**src/rtl/main_control_fsm_pkg.sv**
```systemverilog
// rtl/main_control_fsm_pkg.sv - shared opcodes, state encodings and control word for the multicycle MIPS control unit
package main_control_fsm_pkg;

    typedef enum logic [3:0] {
        ST_FETCH     = 4'd0,
        ST_DECODE    = 4'd1,
        ST_MEM_ADDR  = 4'd2,
        ST_MEM_READ  = 4'd3,
        ST_MEM_WB    = 4'd4,
        ST_MEM_WRITE = 4'd5,
        ST_EXEC_R    = 4'd6,
        ST_R_WB      = 4'd7,
        ST_BRANCH    = 4'd8,
        ST_JUMP      = 4'd9,
        ST_ADDI_EXEC = 4'd10,
        ST_ADDI_WB   = 4'd11
    } state_e;

    localparam logic [5:0] OP_RTYPE = 6'b000000;
    localparam logic [5:0] OP_LW    = 6'b100011;
    localparam logic [5:0] OP_SW    = 6'b101011;
    localparam logic [5:0] OP_BEQ   = 6'b000100;
    localparam logic [5:0] OP_J     = 6'b000010;
    localparam logic [5:0] OP_ADDI  = 6'b001000;

    localparam logic [1:0] ALUOP_ADD   = 2'b00;
    localparam logic [1:0] ALUOP_SUB   = 2'b01;
    localparam logic [1:0] ALUOP_FUNCT = 2'b10;

    localparam logic [1:0] PCSRC_ALU    = 2'b00;
    localparam logic [1:0] PCSRC_ALUOUT = 2'b01;
    localparam logic [1:0] PCSRC_JUMP   = 2'b10;

    localparam logic [1:0] SRCB_B       = 2'b00;
    localparam logic [1:0] SRCB_FOUR    = 2'b01;
    localparam logic [1:0] SRCB_IMM     = 2'b10;
    localparam logic [1:0] SRCB_IMM_SH2 = 2'b11;

    typedef struct packed {
        logic       pc_write;
        logic       pc_write_cond;
        logic       iord;
        logic       mem_read;
        logic       mem_write;
        logic       mem_to_reg;
        logic       ir_write;
        logic       reg_write;
        logic       reg_dst;
        logic       alu_src_a;
        logic [1:0] pc_source;
        logic [1:0] alu_src_b;
        logic [1:0] alu_op;
    } ctrl_t;

endpackage

```
**src/rtl/main_control_fsm_outputs.sv**
```systemverilog
// rtl/main_control_fsm_outputs.sv - combinational state to control word decode
module main_control_outputs
    import main_control_fsm_pkg::*;
(
    input  logic [3:0] state_i,
    input  logic       mem_ready_i,
    output ctrl_t      ctrl_o
);

    always_comb begin
        ctrl_o = '0;
        case (state_i)
            ST_FETCH: begin
                ctrl_o.mem_read  = 1'b1;
                ctrl_o.alu_src_b = SRCB_FOUR;
                ctrl_o.alu_op    = ALUOP_ADD;
                ctrl_o.pc_source = PCSRC_ALU;
                // PC+4 and IR load only commit once the fetch word is actually back
                ctrl_o.ir_write  = mem_ready_i;
                ctrl_o.pc_write  = mem_ready_i;
            end
            ST_DECODE: begin
                ctrl_o.alu_src_b = SRCB_IMM_SH2;
                ctrl_o.alu_op    = ALUOP_ADD;
            end
            ST_MEM_ADDR, ST_ADDI_EXEC: begin
                ctrl_o.alu_src_a = 1'b1;
                ctrl_o.alu_src_b = SRCB_IMM;
                ctrl_o.alu_op    = ALUOP_ADD;
            end
            ST_MEM_READ: begin
                ctrl_o.mem_read = 1'b1;
                ctrl_o.iord     = 1'b1;
            end
            ST_MEM_WB: begin
                ctrl_o.reg_write  = 1'b1;
                ctrl_o.mem_to_reg = 1'b1;
            end
            ST_MEM_WRITE: begin
                ctrl_o.mem_write = 1'b1;
                ctrl_o.iord      = 1'b1;
            end
            ST_EXEC_R: begin
                ctrl_o.alu_src_a = 1'b1;
                ctrl_o.alu_src_b = SRCB_B;
                ctrl_o.alu_op    = ALUOP_FUNCT;
            end
            ST_R_WB: begin
                ctrl_o.reg_write = 1'b1;
                ctrl_o.reg_dst   = 1'b1;
            end
            ST_ADDI_WB: begin
                ctrl_o.reg_write = 1'b1;
            end
            ST_BRANCH: begin
                ctrl_o.alu_src_a     = 1'b1;
                ctrl_o.alu_src_b     = SRCB_B;
                ctrl_o.alu_op        = ALUOP_SUB;
                ctrl_o.pc_write_cond = 1'b1;
                ctrl_o.pc_source     = PCSRC_ALUOUT;
            end
            ST_JUMP: begin
                ctrl_o.pc_write  = 1'b1;
                ctrl_o.pc_source = PCSRC_JUMP;
            end
            default: ctrl_o = '0;
        endcase
    end

endmodule

```
**src/rtl/main_control_fsm.sv**
```systemverilog
// rtl/main_control_fsm.sv - multicycle MIPS main control: state register, next-state logic, illegal_op flag
module main_control_fsm
    import main_control_fsm_pkg::*;
#(
    // must stay at the FETCH encoding
    parameter logic [3:0] RESET_STATE = 4'd0
) (
    input  logic       clk,
    input  logic       reset,
    input  logic [5:0] opcode,
    input  logic       mem_ready,
    output logic       PCWrite,
    output logic       PCWriteCond,
    output logic       IorD,
    output logic       MemRead,
    output logic       MemWrite,
    output logic       MemtoReg,
    output logic       IRWrite,
    output logic       RegWrite,
    output logic       RegDst,
    output logic       ALUSrcA,
    output logic [1:0] PCSource,
    output logic [1:0] ALUSrcB,
    output logic [1:0] ALUop,
    output logic       illegal_op,
    output logic [3:0] state_dbg
);

    state_e state_q, state_d;
    logic   illegal_q, illegal_d;
    ctrl_t  ctrl;

    always_comb begin
        state_d   = ST_FETCH;
        illegal_d = 1'b0;
        case (state_q)
            ST_FETCH:     state_d = mem_ready ? ST_DECODE : ST_FETCH;
            ST_DECODE: begin
                case (opcode)
                    OP_RTYPE:     state_d = ST_EXEC_R;
                    OP_LW, OP_SW: state_d = ST_MEM_ADDR;
                    OP_BEQ:       state_d = ST_BRANCH;
                    OP_J:         state_d = ST_JUMP;
                    OP_ADDI:      state_d = ST_ADDI_EXEC;
                    default: begin
                        state_d   = ST_FETCH;
                        illegal_d = 1'b1;
                    end
                endcase
            end
            ST_MEM_ADDR: begin
                if (opcode == OP_LW)      state_d = ST_MEM_READ;
                else if (opcode == OP_SW) state_d = ST_MEM_WRITE;
                else                      state_d = ST_FETCH;
            end
            ST_MEM_READ:  state_d = mem_ready ? ST_MEM_WB : ST_MEM_READ;
            ST_MEM_WRITE: state_d = mem_ready ? ST_FETCH : ST_MEM_WRITE;
            ST_EXEC_R:    state_d = ST_R_WB;
            ST_ADDI_EXEC: state_d = ST_ADDI_WB;
            default:      state_d = ST_FETCH;
        endcase
    end

    always_ff @(posedge clk) begin
        if (reset) begin
            state_q   <= state_e'(RESET_STATE);
            illegal_q <= 1'b0;
        end else begin
            state_q   <= state_d;
            illegal_q <= illegal_d;
        end
    end

    main_control_outputs u_outputs (
        .state_i     (state_q),
        .mem_ready_i (mem_ready),
        .ctrl_o      (ctrl)
    );

    // write strobes are masked during reset so an aborted instruction cannot commit
    assign PCWrite     = ctrl.pc_write      & ~reset;
    assign PCWriteCond = ctrl.pc_write_cond & ~reset;
    assign MemRead     = ctrl.mem_read      & ~reset;
    assign MemWrite    = ctrl.mem_write     & ~reset;
    assign IRWrite     = ctrl.ir_write      & ~reset;
    assign RegWrite    = ctrl.reg_write     & ~reset;
    assign IorD        = ctrl.iord;
    assign MemtoReg    = ctrl.mem_to_reg;
    assign RegDst      = ctrl.reg_dst;
    assign ALUSrcA     = ctrl.alu_src_a;
    assign PCSource    = ctrl.pc_source;
    assign ALUSrcB     = ctrl.alu_src_b;
    assign ALUop       = ctrl.alu_op;
    assign illegal_op  = illegal_q;
    assign state_dbg   = state_q;

endmodule

```
**config.mk**
```make
export PLATFORM = sky130hd
export DESIGN_NAME = main_control_fsm
export DESIGN_NICKNAME = d
export VERILOG_FILES = /design/src/rtl/main_control_fsm_pkg.sv /design/src/rtl/main_control_fsm_outputs.sv /design/src/rtl/main_control_fsm.sv
export SDC_FILE = /design/constraint.sdc
export NUM_CORES = 1
export LEC_CHECK = 0
export CORE_UTILIZATION = 33
export DETAILED_ROUTE_END_ITERATION = 8
export GPL_ROUTABILITY_DRIVEN = 0
export PLACE_DENSITY = 0.69
export REMOVE_ABC_BUFFERS = 1
export SLEW_MARGIN = 30
export SYNTH_ARGS = -nofsm -noshare
export SYNTH_HDL_FRONTEND = slang
export SYNTH_HIERARCHICAL = 1
export SYNTH_SLANG_ARGS = --single-unit
```
**constraint.sdc**
```tcl
create_clock -name clk -period 1.25 [get_ports clk]
set_input_delay 0.125 -clock clk [delete_from_list [all_inputs] [get_ports clk]]
set_output_delay 0.125 -clock clk [all_outputs]
set_load 0.03 [all_outputs]
```
== Yosys cells after proc, flatten, opt, wreduce, memory -nomap -nowiden ==
Cells that the tools add are included.
Word-level totals
  register bits after elaboration: 5
  bits of input ports: 9
  output and inout port bits: 21
  word-level logic and storage cells: 56
Operators by class
  eq/ne operators: 16
  mux-type cells: 20
  bitwise operators: 8
  reductions and logical operators: 10
Operator list (count)
  $pmux W4 S5: 2
  $pmux W4 S7: 1
  $eq A4 B3 Y1 const B: 4
  $eq A4 B4 Y1 const B: 4
  $eq A6 B6 Y1 const B: 2
  $mux W3: 4
  $mux W1: 11
  $reduce_or A2 Y1: 5
  $eq A4 B2 Y1 const B: 2
  $and A1 B1 Y1: 6
  $eq A6 B2 Y1 const B: 1
  $eq A6 B3 Y1 const B: 1
  $eq A6 B4 Y1 const B: 1
  $logic_not A6 Y1: 1
  $reduce_or A6 Y1: 1
  $eq A4 B1 Y1 const B: 1
  $logic_not A4 Y1: 1
  $pmux W2 S2: 1
  $reduce_or A4 Y1: 1
  $reduce_or A3 Y1: 1
  $not A1 Y1: 2
  $pmux W1 S2: 1

== Depth between registers and ports, before layout ==
  word-level depth: 4
  mapped depth: 5
  gate-level depth less buffers: 4

== Hierarchy ==
Netlist, hierarchy kept.
Modules (own cells, without submodules)
  main_control_fsm: times used 1, cells each 59, area an instance 459.2 um2, sequential area each 100.1 um2
  main_control_outputs: times used 1, cells each 29, area an instance 198.9 um2, sequential area each 0.0 um2

== Least setup slack after synthesis ==
OpenSTA, ideal clock, no wires.
  path type: register to output
  start point: reg state_q[0], in the netlist state_dbg[0]
  end point: out PCWriteCond
  data arrival time: 2420 ps
  data required time: 1125 ps
  setup slack: -1295 ps
  stages on the path, launching flop included: 5
  path buffers: 1
  cells stage by stage: dfxtp_1 or2_1 nor3b_1 buf_4 nor2b_1
RTL lines
  from (decl): line main_control_fsm.sv:29  | state_e state_q, state_d;
  from (signal assigned): line main_control_fsm.sv:66  | state_q <= state_e'(RESET_STATE);
  from (signal assigned): line main_control_fsm.sv:69  | state_q <= state_d;
  to (decl): line main_control_fsm.sv:13  | output logic PCWriteCond,

==> metrics.csv <==
stage,metric,value,unit
pwr,irDropWorstVdd,0.0002835,V
pwr,p_sw,203.5,uW
synth,netlist_area,658.1,sq um
global_route,gr-total-overflow,0,
global_route,grt_max_degree,11,
timing,fmax,0.6265,GHz
cells_and_area,area_delta_synth_final,116.4,%
global_route,grt_use_total,27.11,%
routing,remaining_drc_errors,0,
cts,ctsHoldBuffers,0,
cts,cts_tree,done,
worst_setup_path,r2r-start,state_dbg[1],
routing,wirelength,2901,um
synth,netlist.area_leader.share,15.21,%
pwr,swShare,33.44,%
cts,h-tree-depth,1,
cells_and_area,stdcell_count,174,
timing,rsz0062_at_grt,true,
routing,num_vias,957,
timing,slew_violations,0,
cells_and_area,layout-drive-gt1-share,62.42,%
worst_setup_path,crit_path_end,PCWrite,
pwr,p_int,405.0,uW
cells_and_area,final_util,79.03,%
pwr,powerDensity,427.3,nW/um^2
routing,viasPerCell,5.500,
worst_setup_path,required,1120,ps
floorplanning,start_util,36.53,%
pwr,power.share.combinational,40.2,%
worst_setup_path,cpMaxStageDelayCell,or3b_4,
cts,insertion_delay,250,ps
global_route,antenna_found_initial,0,
pwr,share_seq_of_total_power,26.8,%
timing,clock_skew,7.086,ps
floorplanning,die_w,46.66,um
place,place_inst,159,
cells_and_area,finish.net_count,159,
pwr,pwr-share-clk,33.0,%
outcome,outcome,"complete, but fails checks",
floorplanning,core,1802,sq um
place,portBuffers,29,
timing,worst_pin_slew,350.0,ps
global_route,grt_pass1_vias,934,
floorplanning,die_area,2177,sq um
global_route,grt_pass1_wl,4257,um
place,hpwl,1640,um
worst_setup_path,setup.worst_path.start,state_dbg[0],
floorplanning,io_pins,30,
cts,cts_sinks,5,
pwr,totalPowerFinal,608.4,uW
routing,antenna_left,0,
synth,ys_warn_count,6,
worst_setup_path,crit_chain,or3b_4 -> a211oi_2 -> nor2b_1 -> buf_4,
cells_and_area,final_common_cell,buf_4,
timing,hold_viol_final,0,
job,cap_violations,0,
cts,root_buffer,clkbuf_4,
synth,synth-seq-cells,5,
worst_setup_path,arrival,1470,ps
synth,avgSynthCellArea,7.479,sq um
worst_setup_path,crit_path_end_kind,output port,
timing,relSlewSlack,76.30,%
synth,synth_cells,88,
worst_setup_path,critPathKind,flop to output port,
worst_setup_path,r2r_cells,7,
worst_setup_path,start_kind,flop,
cells_and_area,final_cell_mix,"36 x buf_4, 18 x buf_6, 7 x clkdlybuf4s50_1",
cts,cts_inserted_buffers,3,
cts,clock_path_buffers,2,
worst_setup_path,timing.rr.end,state_dbg[0],
pwr,p_leak,0.6025,nW
routing,wl_per_cell,16.67,um
outcome,failed_checks,setup timing,
worst_setup_path,path_max_fanout,5,
worst_setup_path,cp_slowest_stage_delay,380,ps
worst_setup_path,ff2ff_setup_slack,-180,ps
synth,yosysUniqueCellTypes,40,
timing,fin_crit_sh,127.7,%
floorplanning,fp.dieH,46.66,um
synth,netlist_top_cells_area,"dfxtp_1 15%, nor2b_1 8.6%, nor2_1 4.6%, nor3b_1 4.6%, a211oi_1 3.4%",
timing,setup_viol,19,
floorplanning,rows,15,
synth,yosys.area.top_type,dfxtp_1,
routing,dr.pass1.iters,4,
timing,setup_slack,-346.0,ps
cells_and_area,n_antenna_cell,0,
timing,fin_crit,1596,ps
synth,yosysSeqAreaShare,15.21,%
cts,clk_pin_slew,50,ps
worst_hold_path,hold_class,input port to flop,
routing,first_iter_violations,22,
## sequential cells by signal, indices dropped and copies added, names as in the netlist
signal	count
state_dbg	4
illegal_op	1
## layout make-up
class / instances / area [sq um]
fill: 112 / 377.9
timing repair buffer: 64 / 575.6
tap: 25 / 31.28
clock buffer: 4 / 26.28
sequential: 5 / 112.6
multi-input combinational: 76 / 678.2
## power by group through the flow
| stage | Clock (mW) | Combinational (mW) | Sequential (mW) |
|---|---|---|---|
| after detailed placement | 0 | 0.188 | 0.174 |
| after global placement | 0 | 0.185 | 0.174 |
| after global routing | 0.216 | 0.255 | 0.164 |
| after floorplan | 0 | 0.0795 | 0.184 |
| after CTS | 0.203 | 0.219 | 0.163 |
| final | 0.201 | 0.244 | 0.163 |
## worst min-delay path by stage
stage	start	endpoint	slack, ps	cells after the start
after floorplan	opcode[3]	state_dbg[2]	300	2
after global placement	state_dbg[3]	state_dbg[3]	700	3
after detailed placement	state_dbg[3]	state_dbg[3]	720	3
after CTS	mem_ready	state_dbg[0]	460	5
after global routing	mem_ready	state_dbg[0]	560	5
final	mem_ready	state_dbg[2]	550	5
## Yosys cell counts, drive strengths merged
cell	count
dfxtp	5
or2	1
o311ai	2
and3	1
a31oi	3
xnor2	2
and4b	1
nand2	5
o21bai	1
o21ai	3
a32o	1
nand4	2
buf	6
or3b	2
a21oi	5
o2111ai	1
and2	1
o22ai	1
nand3b	2
nor2	8
xor2	1
nor3b	5
nor4b	1
o211a	1
nand4b	1
a211oi	4
clkbuf	1
nand2b	4
nor4	1
nor3	5
a21o	1
nor2b	9
nand3	1
## what timing repair did
item,in CTS,in global routing
gates resized for setup,49,16
setup endpoints to repair,22,21
endpoints found under the hold margin,0,0
buffers inserted,9,2
pin swaps,23,8
## critical path: cells and delay by family (launching register included)
| kind | cells | cell delay (ps) |
|---|---|---|
| buffers and inverters | 1 | 170 |
| AND/OR/NAND/NOR | 2 | 530 |
| AO/OA/AOI/OAI | 1 | 160 |
| flip-flops | 1 | 360 |
## per-layer routing
layer | global-route usage [%] | part of all wire [%] | vias to the layer above
li1 | - | - | 453
met4 | 6.286 | 1.6 | 0
met1 | 36.03 | 42 | 469
met5 | 0 | 0 | -
met2 | 46.94 | 54 | 27
met3 | 1.961 | 2.7 | 8
## logic make-up (layout without fill, tap and decap cells)
kind of cell | Yosys count | in the layout | synth area share, %
compound gates | 23 | 23 | 26.24
xor+xnor | 3 | 3 | 3.993
buf+inv | 7 | 68 | 6.842
flops | 5 | 5 | 15.21
simple gates | 50 | 50 | 47.72
## through the flow
step	cell area, sq um	hold slack [ps]	TNS [ps]	setup slack (ps)
2_1_floorplan	613.1	296.1	-12410	-1825
3_3_place_gp	1065	702.9	-2289	-336.8
3_5_place_dp	1065	715.2	-2482	-361.1
4_1_cts	1331	464.4	-3187	-323.7
5_1_grt	1424	559.3	-4548	-378.2
6_report	1424	552.2	-3704	-346.0
(Power assumes the default switching activity.)
